**src/rtl/uart_tx.sv**
```systemverilog
// 8E1/8N1 UART transmitter with internal baud counter.
// One byte per accepted start; tx comes straight from a flop.
module uart_tx #(
  parameter int CLKS_PER_BIT = 1250,
  parameter int PARITY_EN    = 1,
  parameter int STOP_BITS    = 1
) (
  input  logic       clk,
  input  logic       rst,
  input  logic [7:0] din,
  input  logic       start,
  output logic       tx,
  output logic       busy,
  output logic       done
);

  localparam int CW = (CLKS_PER_BIT > 1) ? $clog2(CLKS_PER_BIT) : 1;
  localparam logic [CW-1:0] CNT_MAX = CW'(CLKS_PER_BIT - 1);
  localparam logic [2:0] STOP_LAST = 3'(STOP_BITS - 1);

  typedef enum logic [2:0] {
    IDLE,
    START,
    DATA,
    PARITY,
    STOP
  } state_t;

  state_t state_q, state_d;
  logic [CW-1:0] cnt_q, cnt_d;
  logic [2:0] idx_q, idx_d;
  logic [7:0] shift_q, shift_d;
  logic par_q, par_d;
  logic tx_q, tx_d;

  logic bit_end;
  logic last_stop;

  assign bit_end   = (state_q != IDLE) && (cnt_q == CNT_MAX);
  assign last_stop = (idx_q == STOP_LAST);

  // State register
  always_ff @(posedge clk or posedge rst) begin
    if (rst) begin
      state_q <= IDLE;
    end else begin
      state_q <= state_d;
    end
  end

  // Next-state logic
  always_comb begin
    state_d = state_q;
    unique case (state_q)
      IDLE: begin
        if (start) state_d = START;
      end
      START: begin
        if (bit_end) state_d = DATA;
      end
      DATA: begin
        if (bit_end && idx_q == 3'd7)
          state_d = (PARITY_EN != 0) ? PARITY : STOP;
      end
      PARITY: begin
        if (bit_end) state_d = STOP;
      end
      STOP: begin
        if (bit_end && last_stop) state_d = IDLE;
      end
      default: state_d = IDLE;
    endcase
  end

  // Datapath next values: baud counter, bit index, shifter, parity
  always_comb begin
    cnt_d   = cnt_q;
    idx_d   = idx_q;
    shift_d = shift_q;
    par_d   = par_q;
    if (state_q == IDLE) begin
      cnt_d = '0;
      if (start) begin
        shift_d = din;
        par_d   = ^din;
      end
    end else if (bit_end) begin
      cnt_d = '0;
      unique case (state_q)
        DATA: begin
          shift_d = {1'b0, shift_q[7:1]};
          idx_d   = (idx_q == 3'd7) ? 3'd0 : idx_q + 3'd1;
        end
        STOP: begin
          idx_d = last_stop ? 3'd0 : idx_q + 3'd1;
        end
        default: idx_d = 3'd0;
      endcase
    end else begin
      cnt_d = cnt_q + CW'(1);
    end
  end

  // Datapath and line registers
  always_ff @(posedge clk or posedge rst) begin
    if (rst) begin
      cnt_q   <= '0;
      idx_q   <= 3'd0;
      shift_q <= 8'd0;
      par_q   <= 1'b0;
      tx_q    <= 1'b1;
    end else begin
      cnt_q   <= cnt_d;
      idx_q   <= idx_d;
      shift_q <= shift_d;
      par_q   <= par_d;
      tx_q    <= tx_d;
    end
  end

  // Outputs: line level for the upcoming state, status from current state
  always_comb begin
    tx_d = 1'b1;
    unique case (state_d)
      IDLE:    tx_d = 1'b1;
      START:   tx_d = 1'b0;
      DATA:    tx_d = shift_d[0];
      PARITY:  tx_d = par_q;
      STOP:    tx_d = 1'b1;
      default: tx_d = 1'b1;
    endcase
    busy = (state_q != IDLE);
    done = (state_q == STOP) && bit_end && last_stop;
  end

  assign tx = tx_q;

endmodule
```
**config.mk**
```make
export PLATFORM = sky130hd
export DESIGN_NAME = uart_tx
export DESIGN_NICKNAME = d
export VERILOG_FILES = /design/src/rtl/uart_tx.sv
export SDC_FILE = /design/constraint.sdc
export NUM_CORES = 1
export LEC_CHECK = 0
export CAP_MARGIN = 5
export CORE_MARGIN = 1
export CORE_UTILIZATION = 41
export CTS_BUF_LIST = sky130_fd_sc_hd__clkbuf_8 sky130_fd_sc_hd__clkbuf_16
export CTS_CLUSTER_DIAMETER = 60
export DETAILED_ROUTE_END_ITERATION = 12
export PLACE_DENSITY_LB_ADDON = 0.08
export SYNTH_ARGS = -nofsm -noshare
export SYNTH_HDL_FRONTEND = slang
export SYNTH_SLANG_ARGS = --single-unit
```
**constraint.sdc**
```tcl
create_clock -name clk -period 2.2 [get_ports clk]
set_input_delay 0.22 -clock clk [delete_from_list [all_inputs] [get_ports clk]]
set_output_delay 0.22 -clock clk [all_outputs]
set_load 0.01 [all_outputs]
```
==> metrics.yaml <==
outcome:
  outcome: "completed"
placed_design:
  place_ws_ns: -0.0126
  dp_hpwl_mm: 2.02
  numPortBuffers: 13
  place.gp.congestion: 0.761
worst_setup_path:
  required_ns: 2.40
  crit_arrival_ns: 2.26
  end_kind: "register"
  worstSetupPathType: "reg2reg"
  reg2reg_depth: 8
  critPathMaxFanout: 3
  startpoint_type: "register"
sta:
  finalSetupTns_ns: 0
  max_clock_freq_mhz: 483
  setup_ws_ns: 0.132
  fin_crit_ns: 2.07
  timing.final.hold_violations: 0
  clock_skew_ns: 0.00431
  period_share_pct: 94.0
  setup_violations: 0
  rsz0062_at_grt: "false"
  slew_headroom_pct: 74.4
  drv_slew: 0
  tightest_slew_ns: 0.382
floorplanning:
  rows: 21
  ios: 14
  die-area_sq_mm: 0.00374
  die_w_um: 61.1
  die_h_um: 61.1
  core_sq_mm: 0.00334
  initial_core_util_pct: 43.0
final_layout:
  n_antenna_cell: 0
  area_delta_synth_final_pct: 24.1
  nNetsFinal: 192
  layout-drive-gt1-share_pct: 16.6
power_and_ir_drop:
  ir_drop_mv: 0.269
  power_leakage_nw: 0.822
  powerDensity_mw_per_mm2: 711
cts:
  clock-root-buffer: "clkbuf_8"
  cts_tree: "done"
  h-tree-depth: 1
  numCtsBuffers: 3
  clk_pin_slew_ns: 0.09
  cts_sinks: 27
  ctsHoldBuffers: 0
  clock_path_buffers: 2
  clk_latency_ns: 0.26
grt:
  grt_max_degree: 28
  antenna_found_initial: 0
  grt_first_pass_wirelength_mm: 4.32
  gr-total-overflow: 0
  grt_use_total_pct: 15.7
  grt_pass1_vias: 1038
routing:
  wl_per_cell_um: 12.0
  wl_mm: 2.64
  drc_errors: 0
  wl_met1_mm: 1.23
  vias: 1088
  routed-wl-met3_um: 55
  dr.pass1.iters: 4
  drt_iter0_drc: 53
  antenna_left: 0
  dr_wl_met2_mm: 1.34
  viasPerCell: 4.92
  highest_layer: "met4"
logic_synthesis:
  avgSynthCellArea_sq_um: 9.69
  syn_inst: 148
  syn_nets: 164
  ys_warn_count: 0
  synth_cell_types: 36
  seq_area_frac_synth_pct: 47.2
  ys_seq_elements: 27
  synth_area_sq_mm: 0.00143
flow_run:
  drv_cap: 0
min_path:
  hold_path_class: "in2async"
## flip-flops by register name, summed over array words and instances (netlist names)
register  count
tx            1
par_q         1
shift_q       8
idx_q         3
cnt_q        11
state_q       3
## power by group
part | switching [mW] | internal, mW
combinational | 0.168 | 0.181
clock | 0.143 | 0.126
sequential | 0.0557 | 0.591
total | 0.367 | 0.898
## cell families (layout without fill, tap and decap cells)
kind of cell    Yosys count  after routing  share of synthesized area, %
flops                    27             27                          47.2
compound gates           19             19                          9.69
simple gates             67             67                          24.2
xor+xnor                 15             15                          9.16
buf+inv                  12             39                          3.23
mux                       3              3                          2.18
fa+ha+maj                 5              5                          4.36
## worst paths after layout
path / start / endpoint / slack, ns
setup / recovery: cnt_q[1] / tx / 0.13
max in group asynchronous: rst / tx / 1.60
hold reg to reg: shift_q[2] / shift_q[2] / 0.48
setup reg to reg: cnt_q[1] / tx / 0.13
min in group clk: shift_q[2] / shift_q[2] / 0.48
hold / removal: rst / shift_q[6] / 0.30
## synth_stat cells
cell type  count  area share (%)
a21oi_1        4             1.4
nand3_1        7             2.4
nor3_4         1             1.1
a22oi_1        6             3.1
ha_1           5             4.4
nand4_1        2            0.87
or4b_4         1            0.96
o31ai_1        1            0.52
nor2_1        17             4.5
a32o_1         1            0.70
nor2b_1        2            0.87
mux2_2         1            0.79
inv_1          9             2.4
dfstp_2        1             1.8
nor4_4         1             1.5
buf_2          1            0.35
nand2_1       22             5.8
or3_1          2            0.87
and2_1         1            0.44
nor3_1         4             1.4
or3b_1         1            0.61
mux2i_1        2             1.4
a311o_1        1            0.70
a32oi_1        1            0.61
xnor2_1       10             6.1
dfrtp_1       26              45
clkbuf_1       2            0.52
or3b_2         1            0.61
xor2_1         5             3.1
nand2b_1       2            0.87
nor4_1         1            0.44
o22ai_1        2            0.87
o221ai_2       1             1.0
o21ai_0        2            0.70
and3_1         1            0.44
nor3b_1        1            0.52
## area by class of cell
class                   instances  area, sq um
inverters                       9         33.8
fillers                       312         1560
clock buffers                   3         41.3
well taps                      46         57.6
multi-input cells             109          729
flip-flops and latches         27          677
repair buffers                 26          235
clock inverters                 1         5.00
## what timing repair did
item / in CTS / in global routing
setup endpoints to repair: 1 / 4
buffers inserted: 0 / 0
resized for setup: 4 / 4
## layout by cell type (no fill, tap or decap), types with 2 or more instances in the layout
| master | n |
|---|---|
| a21oi_1 | 4 |
| buf_4 | 12 |
| nor3_1 | 2 |
| o21ai_0 | 2 |
| nand4_1 | 2 |
| xor2_1 | 5 |
| o22ai_1 | 2 |
| inv_1 | 9 |
| nor3_2 | 2 |
| xnor2_1 | 10 |
| nand3_1 | 7 |
| nand2_1 | 22 |
| dfrtp_1 | 26 |
| nand2b_1 | 2 |
| clkbuf_8 | 3 |
| nor2_1 | 16 |
| or3_1 | 2 |
| nor2b_1 | 2 |
| mux2i_1 | 2 |
| ha_1 | 5 |
| clkdlybuf4s50_1 | 12 |
| a22oi_1 | 6 |
## worst max-delay path, stage by stage, from the launching register on
cell and delay [ns]:
dfrtp_1 0.39, inv_1 0.06, ha_1 0.12, or4b_4 0.47, buf_4 0.17, or3_1 0.38, o221ai_2 0.22, nor2_1 0.05
mux2i_1 0.13
## metrics by stage
stage | power (mW) | hold WS (ns) | util (%) | std cells | area (sq um)
5_1_grt | 1.35 | 0.343 | 53.3 | 221 | 1780
4_1_cts | 1.28 | 0.309 | 52.8 | 221 | 1760
6_report | 1.27 | 0.299 | 53.3 | 221 | 1780
3_5_place_dp | 1.00 | 0.464 | 51.5 | 217 | 1720
2_1_floorplan | 0.858 | 0.272 | - | 148 | 1430
3_3_place_gp | 0.992 | 0.462 | 51.5 | 217 | 1720
## metal layers
layer	global-route usage [%]	vias to the layer above
met3	2.52	2
met1	19.2	522
li1	-	557
met4	4.87	0
met5	0	-
met2	28.3	7
No activity file was read; power rests on OpenSTA's default activity.
